<file path="src/rtl/pln_eval.sv">
// Postfix (RPN) expression evaluator: consumes ASCII tokens over valid/ready,
// evaluates on an operand stack, emits one result or error code per '='.
module pln_eval #(
  parameter int W     = 16,
  parameter int DEPTH = 16
) (
  input  logic         clk,
  input  logic         rst_n,
  input  logic [7:0]   in_dat_i,
  input  logic         in_vld_i,
  output logic         in_rdy_o,
  output logic [W-1:0] res_dat_o,
  output logic         res_vld_o,
  output logic         res_err_o,
  output logic [2:0]   err_code_o
);

  localparam int SPW = $clog2(DEPTH + 1);
  localparam int AW  = (DEPTH > 1) ? $clog2(DEPTH) : 1;

  typedef enum logic [1:0] {IDLE, EXEC, RESULT, ERR} state_e;
  typedef enum logic [1:0] {OP_ADD, OP_SUB, OP_MUL, OP_DIV} op_e;

  localparam logic [2:0] E_NONE = 3'd0, E_UNDER = 3'd1, E_OVER = 3'd2,
                         E_DIV0 = 3'd3, E_ILL   = 3'd4, E_LEFT = 3'd5;

  state_e           state_q, state_d;
  op_e              op_q, op_d;
  logic [SPW-1:0]   sp_q, sp_d;
  logic [2:0]       err_q, err_d;
  logic [W-1:0]     res_dat_q, res_dat_d;
  logic             res_err_q, res_err_d;
  logic [2:0]       code_q, code_d;
  logic             rdy_en_q;
  logic [W-1:0]     stk_q [DEPTH];

  logic             we;
  logic [AW-1:0]    waddr;
  logic [W-1:0]     wdata;

  // Token decode
  logic       xfer, is_dig, is_op, is_eq, is_sp;
  op_e        tok_op;
  logic [W-1:0] dig_val;
  logic [7:0] dig_raw;

  assign xfer    = in_vld_i & in_rdy_o;
  assign is_dig  = (in_dat_i >= 8'd48) && (in_dat_i <= 8'd57);
  assign is_eq   = (in_dat_i == 8'd61);
  assign is_sp   = (in_dat_i == 8'd32);
  assign dig_raw = in_dat_i - 8'd48;
  assign dig_val = W'(dig_raw);

  always_comb begin
    is_op  = 1'b1;
    tok_op = OP_ADD;
    case (in_dat_i)
      8'd43:   tok_op = OP_ADD;
      8'd45:   tok_op = OP_SUB;
      8'd42:   tok_op = OP_MUL;
      8'd47:   tok_op = OP_DIV;
      default: is_op  = 1'b0;
    endcase
  end

  // Operand access: B is the top of stack, A just below it
  logic [SPW-1:0] sp_m1, sp_m2;
  logic [AW-1:0]  idx_a, idx_b, idx_push;
  logic [W-1:0]   opa, opb, prod, quot, alu;

  assign sp_m1    = sp_q - SPW'(1);
  assign sp_m2    = sp_q - SPW'(2);
  assign idx_b    = sp_m1[AW-1:0];
  assign idx_a    = sp_m2[AW-1:0];
  assign idx_push = sp_q[AW-1:0];
  assign opa      = stk_q[idx_a];
  assign opb      = stk_q[idx_b];
  assign prod     = opa * opb;

  // Signed truncating divide; -1 handled as negation so MIN/-1 wraps to MIN
  always_comb begin
    quot = '0;
    if (opb == '1)
      quot = '0 - opa;
    else if (opb != '0)
      quot = W'($signed(opa) / $signed(opb));
  end

  always_comb begin
    case (op_q)
      OP_ADD:  alu = opa + opb;
      OP_SUB:  alu = opa - opb;
      OP_MUL:  alu = prod;
      default: alu = quot;
    endcase
  end

  always_comb begin
    state_d   = state_q;
    op_d      = op_q;
    sp_d      = sp_q;
    err_d     = err_q;
    res_dat_d = res_dat_q;
    res_err_d = res_err_q;
    code_d    = code_q;
    we        = 1'b0;
    waddr     = idx_push;
    wdata     = dig_val;
    case (state_q)
      IDLE: if (xfer && !is_sp) begin
        if (is_dig) begin
          if (sp_q == SPW'(DEPTH)) begin
            err_d   = E_OVER;
            state_d = ERR;
          end else begin
            we   = 1'b1;
            sp_d = sp_q + SPW'(1);
          end
        end else if (is_op) begin
          if (sp_q < SPW'(2)) begin
            err_d   = E_UNDER;
            state_d = ERR;
          end else begin
            op_d    = tok_op;
            state_d = EXEC;
          end
        end else if (is_eq) begin
          state_d = RESULT;
          if (sp_q == SPW'(1)) begin
            res_dat_d = stk_q[0];
            res_err_d = 1'b0;
            code_d    = E_NONE;
          end else begin
            res_dat_d = '0;
            res_err_d = 1'b1;
            code_d    = (sp_q == '0) ? E_UNDER : E_LEFT;
          end
        end else begin
          err_d   = E_ILL;
          state_d = ERR;
        end
      end
      EXEC: begin
        if (op_q == OP_DIV && opb == '0) begin
          err_d   = E_DIV0;
          state_d = ERR;
        end else begin
          we      = 1'b1;
          waddr   = idx_a;
          wdata   = alu;
          sp_d    = sp_m1;
          state_d = IDLE;
        end
      end
      RESULT: begin
        sp_d    = '0;
        state_d = IDLE;
      end
      default: if (xfer && is_eq) begin
        res_dat_d = '0;
        res_err_d = 1'b1;
        code_d    = err_q;
        state_d   = RESULT;
      end
    endcase
  end

  always_ff @(posedge clk or negedge rst_n) begin
    if (!rst_n) begin
      state_q   <= IDLE;
      op_q      <= OP_ADD;
      sp_q      <= '0;
      err_q     <= E_NONE;
      res_dat_q <= '0;
      res_err_q <= 1'b0;
      code_q    <= E_NONE;
      rdy_en_q  <= 1'b0;
      for (int i = 0; i < DEPTH; i++) stk_q[i] <= '0;
    end else begin
      state_q   <= state_d;
      op_q      <= op_d;
      sp_q      <= sp_d;
      err_q     <= err_d;
      res_dat_q <= res_dat_d;
      res_err_q <= res_err_d;
      code_q    <= code_d;
      rdy_en_q  <= 1'b1;
      if (we) stk_q[waddr] <= wdata;
    end
  end

  assign in_rdy_o   = rdy_en_q & ((state_q == IDLE) | (state_q == ERR));
  assign res_vld_o  = (state_q == RESULT);
  assign res_dat_o  = res_dat_q;
  assign res_err_o  = res_err_q;
  assign err_code_o = code_q;

endmodule

</file>
<file path="config.mk">
export PLATFORM = sky130hd
export DESIGN_NAME = pln_eval
export DESIGN_NICKNAME = d
export VERILOG_FILES = /design/src/rtl/pln_eval.sv
export SDC_FILE = /design/constraint.sdc
export NUM_CORES = 1
export LEC_CHECK = 0
export CAP_MARGIN = 20
export CORE_MARGIN = 2
export CORE_UTILIZATION = 60
export DETAILED_ROUTE_END_ITERATION = 10
export DONT_BUFFER_PORTS = 1
export GPL_TIMING_DRIVEN = 1
export PLACE_DENSITY = 0.82
export RECOVER_POWER = 100
export SYNTH_ARGS = -nofsm -noshare
export SYNTH_HDL_FRONTEND = slang
export SYNTH_SLANG_ARGS = --single-unit
</file>
<file path="constraint.sdc">
create_clock -name clk -period 115.8 [get_ports clk]
set_input_delay 23.16 -clock clk [delete_from_list [all_inputs] [get_ports clk]]
set_output_delay 23.16 -clock clk [all_outputs]
set_load 0.005 [all_outputs]
</file>
## Yosys cells after proc, flatten, opt, wreduce, memory -nomap -nowiden

Index checks and enable logic that the tools add are counted.

- Add/sub/neg operators: 7
- Multipliers: 1
- Divide/modulo/power cells: 1
- $lt $le $gt $ge: 7
- Equal/unequal tests: 26
- Mux-type cells: 67
- Bitwise operators: 9
- Reductions and logical operators: 22

Operators by type and width:

| operator | count |
|---|---|
| bitwise mux 256 bit | 1 |
| 2-to-1 mux 16 bit | 15 |
| binary-select mux 16 bit (select 4 bit) | 2 |
| demux 16 bit (select 4 bit) | 1 |
| == test 8 x 6 -> 1 bit, second input constant | 6 |
| one-hot mux 16 bit (3 select lines) | 1 |
| 2-to-1 mux 3 bit | 14 |
| one-hot mux 16 bit (2 select lines) | 1 |
| 2-to-1 mux 5 bit | 4 |
| adder 16 bit | 1 |
| divider 16 x 16 -> 16 bit | 1 |
| == test 16 bit, second input constant | 1 |
| zero test 16 bit | 1 |
| multiplier 16 x 16 -> 16 bit | 1 |
| inequality test 2 bit, second input constant | 8 |
| nonzero test 16 bit | 1 |
| subtractor 1 x 16 -> 16 bit, first input constant | 1 |
| subtractor 16 bit | 1 |
| >= comparator 5 bit, second input constant | 3 |
| inverter 4 -> 5 bit | 3 |
| one-hot mux 5 bit (3 select lines) | 1 |
| 2-to-1 mux 2 bit | 7 |
| 2-to-1 mux 1 bit | 12 |
| one-hot mux 2 bit (3 select lines) | 2 |
| 32 further kinds | 51 |

- Register bits: 289
- Input bits: 11
- Output and inout bits: 22
- Word-level logic and storage cells: 164

## Longest topological paths before layout

Gate-level depths: netlist (run 1).

- Word-level depth: 15
- Gate-level depth with buffers: 198
- Gate-level depth less buffers: 176

## Worst setup path before layout (run 1)

No wires, ideal clock.

- Path kind: register to register
- Start: register sp_q[0]
- End: register stk_q[153] (netlist bit)
- Library setup time: 0.134 ns
- Arrival time: 38.386 ns
- Data required time: 115.666 ns
- Path slack: 77.280 ns
- Stages on the path, launching flop included: 188
- Path buffers: 22
- Period minus slack after synthesis: 38.520 ns
- Cells stage by stage: dfrtp_1 buf_6 buf_8 buf_12 buf_8 buf_8 buf_8 buf_6 buf_4 buf_2 inv_1 ha_1 buf_2 buf_2 clkbuf_1 mux4_2 a21o_1 ha_1 [152 not listed] clkbuf_1 mux2i_1 ha_1 a21boi_0 o21a_1 o21a_1 o21a_1 o21a_1 o211ai_1 a21boi_0 o221ai_1 a32oi_1 nor4_2 a21oi_1 xnor2_1 a221oi_1 buf_2 o31ai_1

- Word-level cells in the longest chain between the ends: 15
- Elaborated cells between the ends (all ways): 39
- Those cells by class: add/sub: 5; mul: 1; div: 1; order compare: 2; eq/ne: 2; mux: 21; bitwise: 3; reduce/logical: 4

Ends and longest elaborated chain:

| item | RTL line | source |
|---|---|---|
| from (decl) | 29 | `logic [SPW-1:0] sp_q, sp_d;` |
| from (signal assigned) | 182 | `sp_q <= sp_d;` |
| branches (longest 15 deep; another with divider 16 x 16 -> 16 bit) | -- |  |
| to (signal, indexed assignment) | 188 | `if (we) stk_q[waddr] <= wdata;` |
| to (decl) | 35 | `logic [W-1:0] stk_q [DEPTH];` |

Several ways; the timed one is not identified. The select of a mux whose other input is x is not followed.
A chain may end at the register's enable or synchronous reset.

## Final worst setup path (run 1)

- Start: register sp_q[1]
- End: register stk_q[89] (netlist bit)

The elaborated chain is that of the path after synthesis.

==> metrics.cfg, run 1 <==
[status]
status = complete, but fails checks
violations = capacitance limit, slew limit

[sta]
hold_viol = 0
skew_ns = 0.0254
layout_min_cycle_time_ns = 55.97
drv_slew = 140
rsz0062_at_grt = false
worst_slew_pin_slew_ns = 3.96
period_share_pct = 48.3
fmax_mhz = 17.9
fin_tns_setup_ns = 0
slew_headroom_pct = -164
setup_violations = 0

[logic_synthesis]
synth_area_leader_cell = dfrtp_1
synthArstFlopShare_pct = 100
ys_types = 105
synth_common_cells = 522 x nand2_1, 335 x o21ai_0, 289 x dfrtp_1
synth_most_common_cell = nand2_1
synth_area_leaders = dfrtp_1 25%, ha_1 9.6%, mux4_2 9.2%
ys.flop_type = dfrtp_1
syn-cell-area_mm2 = 0.0288
avgSynthCellArea_um2 = 8.84
yosysWarningCount = 0
syn_nets = 3571
yosysSeqAreaShare_pct = 25.1
synth_top_area_share_pct = 25.1
ys_seq_elements = 289
synth_edf_count = 0
synth_cells = 3259

[die]
initial_core_util_pct = 60.6
rows = 80
core_area_mm2 = 0.0475
dieWidth_um = 223
dieArea_mm2 = 0.0498
ioPinCount = 33
die_h_um = 223

[clock_tree]
clkLatencyLatePin_ns = 0.60
cts-root-buf = clkbuf_16
clk_pin_slew_ns = 0.06
clk_path_buf_depth = 3
cts_sinks = 289
tritoncts = done
cts_setup_buffers = 0
hold_buffers = 0
cts-resized-gates = 0
cts_made_buffers = 29
h-tree-depth = 1

[routing]
drcViolationCount = 0
drtIter0Drc = 3033
drtPass1Iterations = 6
vias = 26043
drt-vias-per-instance = 6.81
drt-wirelength-per-cell_um = 24.4
totalWireLength_mm = 93.2
ant_nets = 0

[grt]
met1_usage_pct = 50.8
antenna_found_initial = 3
met2_usage_pct = 57.2
grt_pass1_vias = 25932
grt.total_usage_pct = 37.4
grt_pass1_wl_mm = 145
grt_overflow_total = 0
use_met3_pct = 8.92
grt_start_max_net_pins = 290
busiest_layer = met2

[setup_path]
start_kind = flip-flop
worst_path_max_delay_cell = clkbuf_1
path_common_cell = o21a_1
cp_max_fo = 59
path_buf_inv = 11
end_kind = flip-flop
cp_top_family = compound AO/OA/AOI/OAI gates
crit_type = flip-flop to flip-flop
cp.arrival_ns = 56.42
crit_required_ns = 116.24
critPathMaxStageDelay_ns = 2.81

[layout]
layout-drive-gt1-share_pct = 11.4
fill_cells = 3808
seqCellArea_mm2 = 0.00724
utilization_pct = 63.8
syn_to_final_growth_pct = 5.34
multi_input_area_mm2 = 0.0199
fin_nets = 3497

[placement]
gp_congestion = 0.986
dp_hpwl_mm = 66.8
port_buffers = 0

[min_path]
hold_path_class = flip-flop to flip-flop

[flow_run]
max-cap-violations = 5

==> state kept, by name, indices dropped and copies added, names as in the netlist <==
signal / cells
op_q: 2
sp_q: 5
res_dat_o: 16
rdy_en_q: 1
err_q: 3
stk_q: 256
state_q: 2
res_err_o: 1
err_code_o: 3
==> cells by family after synthesis <==
group | Yosys count | synth area share [%]
xor+xnor | 149 | 4.61
flops | 289 | 25.1
compound gates | 761 | 16.6
simple gates | 1090 | 17.3
buf+inv | 397 | 5.90
fa+ha+maj | 301 | 15.2
mux | 271 | 15.4
other cells | 1 | 0.0130
==> metrics by stage <==
step	instance area (um2)	setup slack, ns	std cells	hold slack [ns]
global route	30300	56.59	3823	0.535
global placement	29300	72.57	3762	0.471
floorplan	28800	77.28	3259	0.458
CTS	30400	70.82	3816	0.498
finish	30300	59.83	3824	0.504
detailed placement	29300	71.05	3762	0.484
==> layer usage <==
metal,routed length [um],vias up
li1,-,11457
met1,36800,12680
met2,40800,1573
met3,11100,329
met4,4490,4
met5,47,-
==> cell usage in the layout (no fill, tap or decap), drive strengths merged, types with 19 or more instances in the layout <==
cell type	count
nand4	21
o31ai	35
mux4	128
mux2	52
mux2i	91
nand3	53
ha	221
dfrtp	289
o21a	62
xor2	46
fa	80
clkbuf	59
a21oi	103
buf	65
xnor2	103
nand2	524
o21ai	344
nor2	186
a31oi	36
nor2b	30
o211ai	19
inv	210
or3	21
nor3	110
a21o	22
and2	57
==> worst reg2reg max path: cells and delay by family (launching register included) <==
family / cells / cell delay [ns]
multiplexers: 6 / 2.29
adder cells (fa/ha/maj): 17 / 5.85
XOR/XNOR: 2 / 0.48
AND/OR/NAND/NOR: 33 / 12.22
AO/OA/AOI/OAI: 101 / 23.77
buffers and inverters: 11 / 10.85
flip-flops: 1 / 0.34
==> layout make-up <==
type                    instances  area share [%]
diodes                          1         0.00825
clock buffers                  41            2.84
clock inverters                13           0.577
inverters                     209            2.59
multi-input cells            2573            65.7
flip-flops and latches        289            23.9
well taps                     615            2.54
repair buffers                 83            1.90
==> worst paths after layout <==
path                           from         to  slack (ns)  depth (start not counted)
setup / recovery            sp_q[1]  stk_q[89]       59.83                        170
hold / removal             stk_q[3]   stk_q[3]        0.50                          2
setup reg to reg            sp_q[1]  stk_q[89]       59.83                        170
hold reg to reg            stk_q[3]   stk_q[3]        0.50                          2
max in group asynchronous     rst_n    sp_q[0]       92.64                          0
min in group asynchronous     rst_n  stk_q[11]       22.31                          0
Power of run 1 is left out: the tool's default activity adds up to more than one toggle a clock period on the data nets, which glitch-free logic cannot reach.
==> run 2: changes to the inputs <==
==> constraint.sdc (replaced) <==
create_clock -name clk -period 51.8 [get_ports clk]
set_input_delay 10.36 -clock clk [delete_from_list [all_inputs] [get_ports clk]]
set_output_delay 10.36 -clock clk [all_outputs]
set_load 0.005 [all_outputs]
==> run 2 against run 1 <==
Compared with the run above: the run still ends with capacitance limit, slew limit left; sequential cell count unchanged; die area is the same; core utilization about the same; maximum frequency increased by 19%; via count up 0.66%; first-iteration DRC count increased by 3.1%; global-route usage rose by 0.12 points; highest routed layer unchanged.
==> metrics.cfg, run 2 (synthesis gave the netlist of run 1 again) <==
[status]
status = complete, but fails checks
violations = capacitance limit, slew limit

[sta]
period_share_pct = 90.5
fin_tns_setup_ns = 0
setup_violations = 0
worst_slew_pin_slew_ns = 1.57
drv_slew = 16
layout_min_cycle_time_ns = 46.87
slew_headroom_pct = -5.60
rsz0062_at_grt = false
skew_ns = 0.0200
hold_viol = 0
fmax_mhz = 21.3

[setup_path]
worst_path_max_delay_cell = o21ai_0
crit_type = flip-flop to flip-flop
start_kind = flip-flop
cp_top_family = compound AO/OA/AOI/OAI gates
path_buf_inv = 10
end_kind = flip-flop
crit_required_ns = 52.27
cp.arrival_ns = 47.33
cp_max_fo = 59
path_common_cell = o21a_1
critPathMaxStageDelay_ns = 1.22

[clock_tree]
cts_made_buffers = 28
clkLatencyLatePin_ns = 0.58
clk_pin_slew_ns = 0.07
tritoncts = done
cts-resized-gates = 0
cts_setup_buffers = 0
h-tree-depth = 1
clk_path_buf_depth = 3
cts-root-buf = clkbuf_16
cts_sinks = 289
hold_buffers = 0

[layout]
fin_nets = 3492
final_cell_mix = 522 x nand2_1, 335 x o21ai_0, 287 x dfrtp_1
n_antenna_cell = 0
layout-drive-gt1-share_pct = 11.7
syn_to_final_growth_pct = 5.38
largest_register = stk_q
fill_cells = 3813
final_area_mm2 = 0.0304
largest_reg_flops = 256
mostFrequentLayoutCell = nand2_1

[die]
rows = 80
core_area_mm2 = 0.0475
initial_core_util_pct = 60.6
ioPinCount = 33
dieArea_mm2 = 0.0498
dieWidth_um = 223
die_h_um = 223

[routing]
ant_nets = 0
drtPass1Iterations = 5
drtIter0Drc = 3127
totalWireLength_mm = 93.0
drt-vias-per-instance = 6.87
vias = 26215
drt-wirelength-per-cell_um = 24.4
drcViolationCount = 0

[grt]
grt_overflow_total = 0
grt_pass1_wl_mm = 146
antenna_found_initial = 3
grt_pass1_vias = 26259
grt.total_usage_pct = 37.5
grt_start_max_net_pins = 290

[placement]
gp_congestion = 0.994
dp_hpwl_mm = 65.9
port_buffers = 0
post_dp_cell_area_mm2 = 0.0293

[flow_run]
max-cap-violations = 2

[min_path]
hold_path_class = flip-flop to flip-flop

[run 2: worst reg2reg max path: cells and delay by family, from the launching register on]
family                   cells  cell delay, ns
AO/OA/AOI/OAI              100           23.25
XOR/XNOR                     2            0.48
adder cells (fa/ha/maj)     18            5.75
buffers and inverters       10            3.50
flip-flops                   1            0.34
multiplexers                 5            1.64
AND/OR/NAND/NOR             38           11.81
[run 2: worst paths after layout]
path,start,to,slack [ns],cells after the start
hold / removal,stk_q[113],stk_q[113],0.50,2
max in group asynchronous,rst_n,sp_q[0],41.79,0
hold reg to reg,stk_q[113],stk_q[113],0.50,2
min in group asynchronous,rst_n,stk_q[78],9.50,0
setup / recovery,sp_q[1],stk_q[250],4.93,173
setup reg to reg,sp_q[1],stk_q[250],4.93,173
[run 2: stage by stage]
step	worst slack (ns)	cells	utilization (%)	hold slack (ns)
6_report	4.93	3817	63.8	0.500
5_1_grt	1.63	3817	63.8	0.521
4_1_cts	7.22	3814	63.9	0.500
3_5_place_dp	7.52	3762	61.7	0.485
3_3_place_gp	9.23	3761	61.7	0.472
2_1_floorplan	13.28	3259	-	0.458
[run 2: metal layers]
layer  global-route usage, %  up-vias  wire, um
met1                    50.3    12724     36500
met5                       0        -        34
li1                        -    11453         -
met2                    57.0     1657     40500
met3                    9.21      375     10900
met4                    19.0        6      5110
[run 2: cell type report]
class,instances,area (um2),share of cell area (%)
well taps,615,769,2.54
multi-input cells,2573,20000,65.8
clock buffers,37,785,2.58
flip-flops and latches,289,7240,23.8
inverters,209,785,2.58
clock inverters,15,240,0.792
repair buffers,79,567,1.87
Power of run 2 is left out for the same reason.
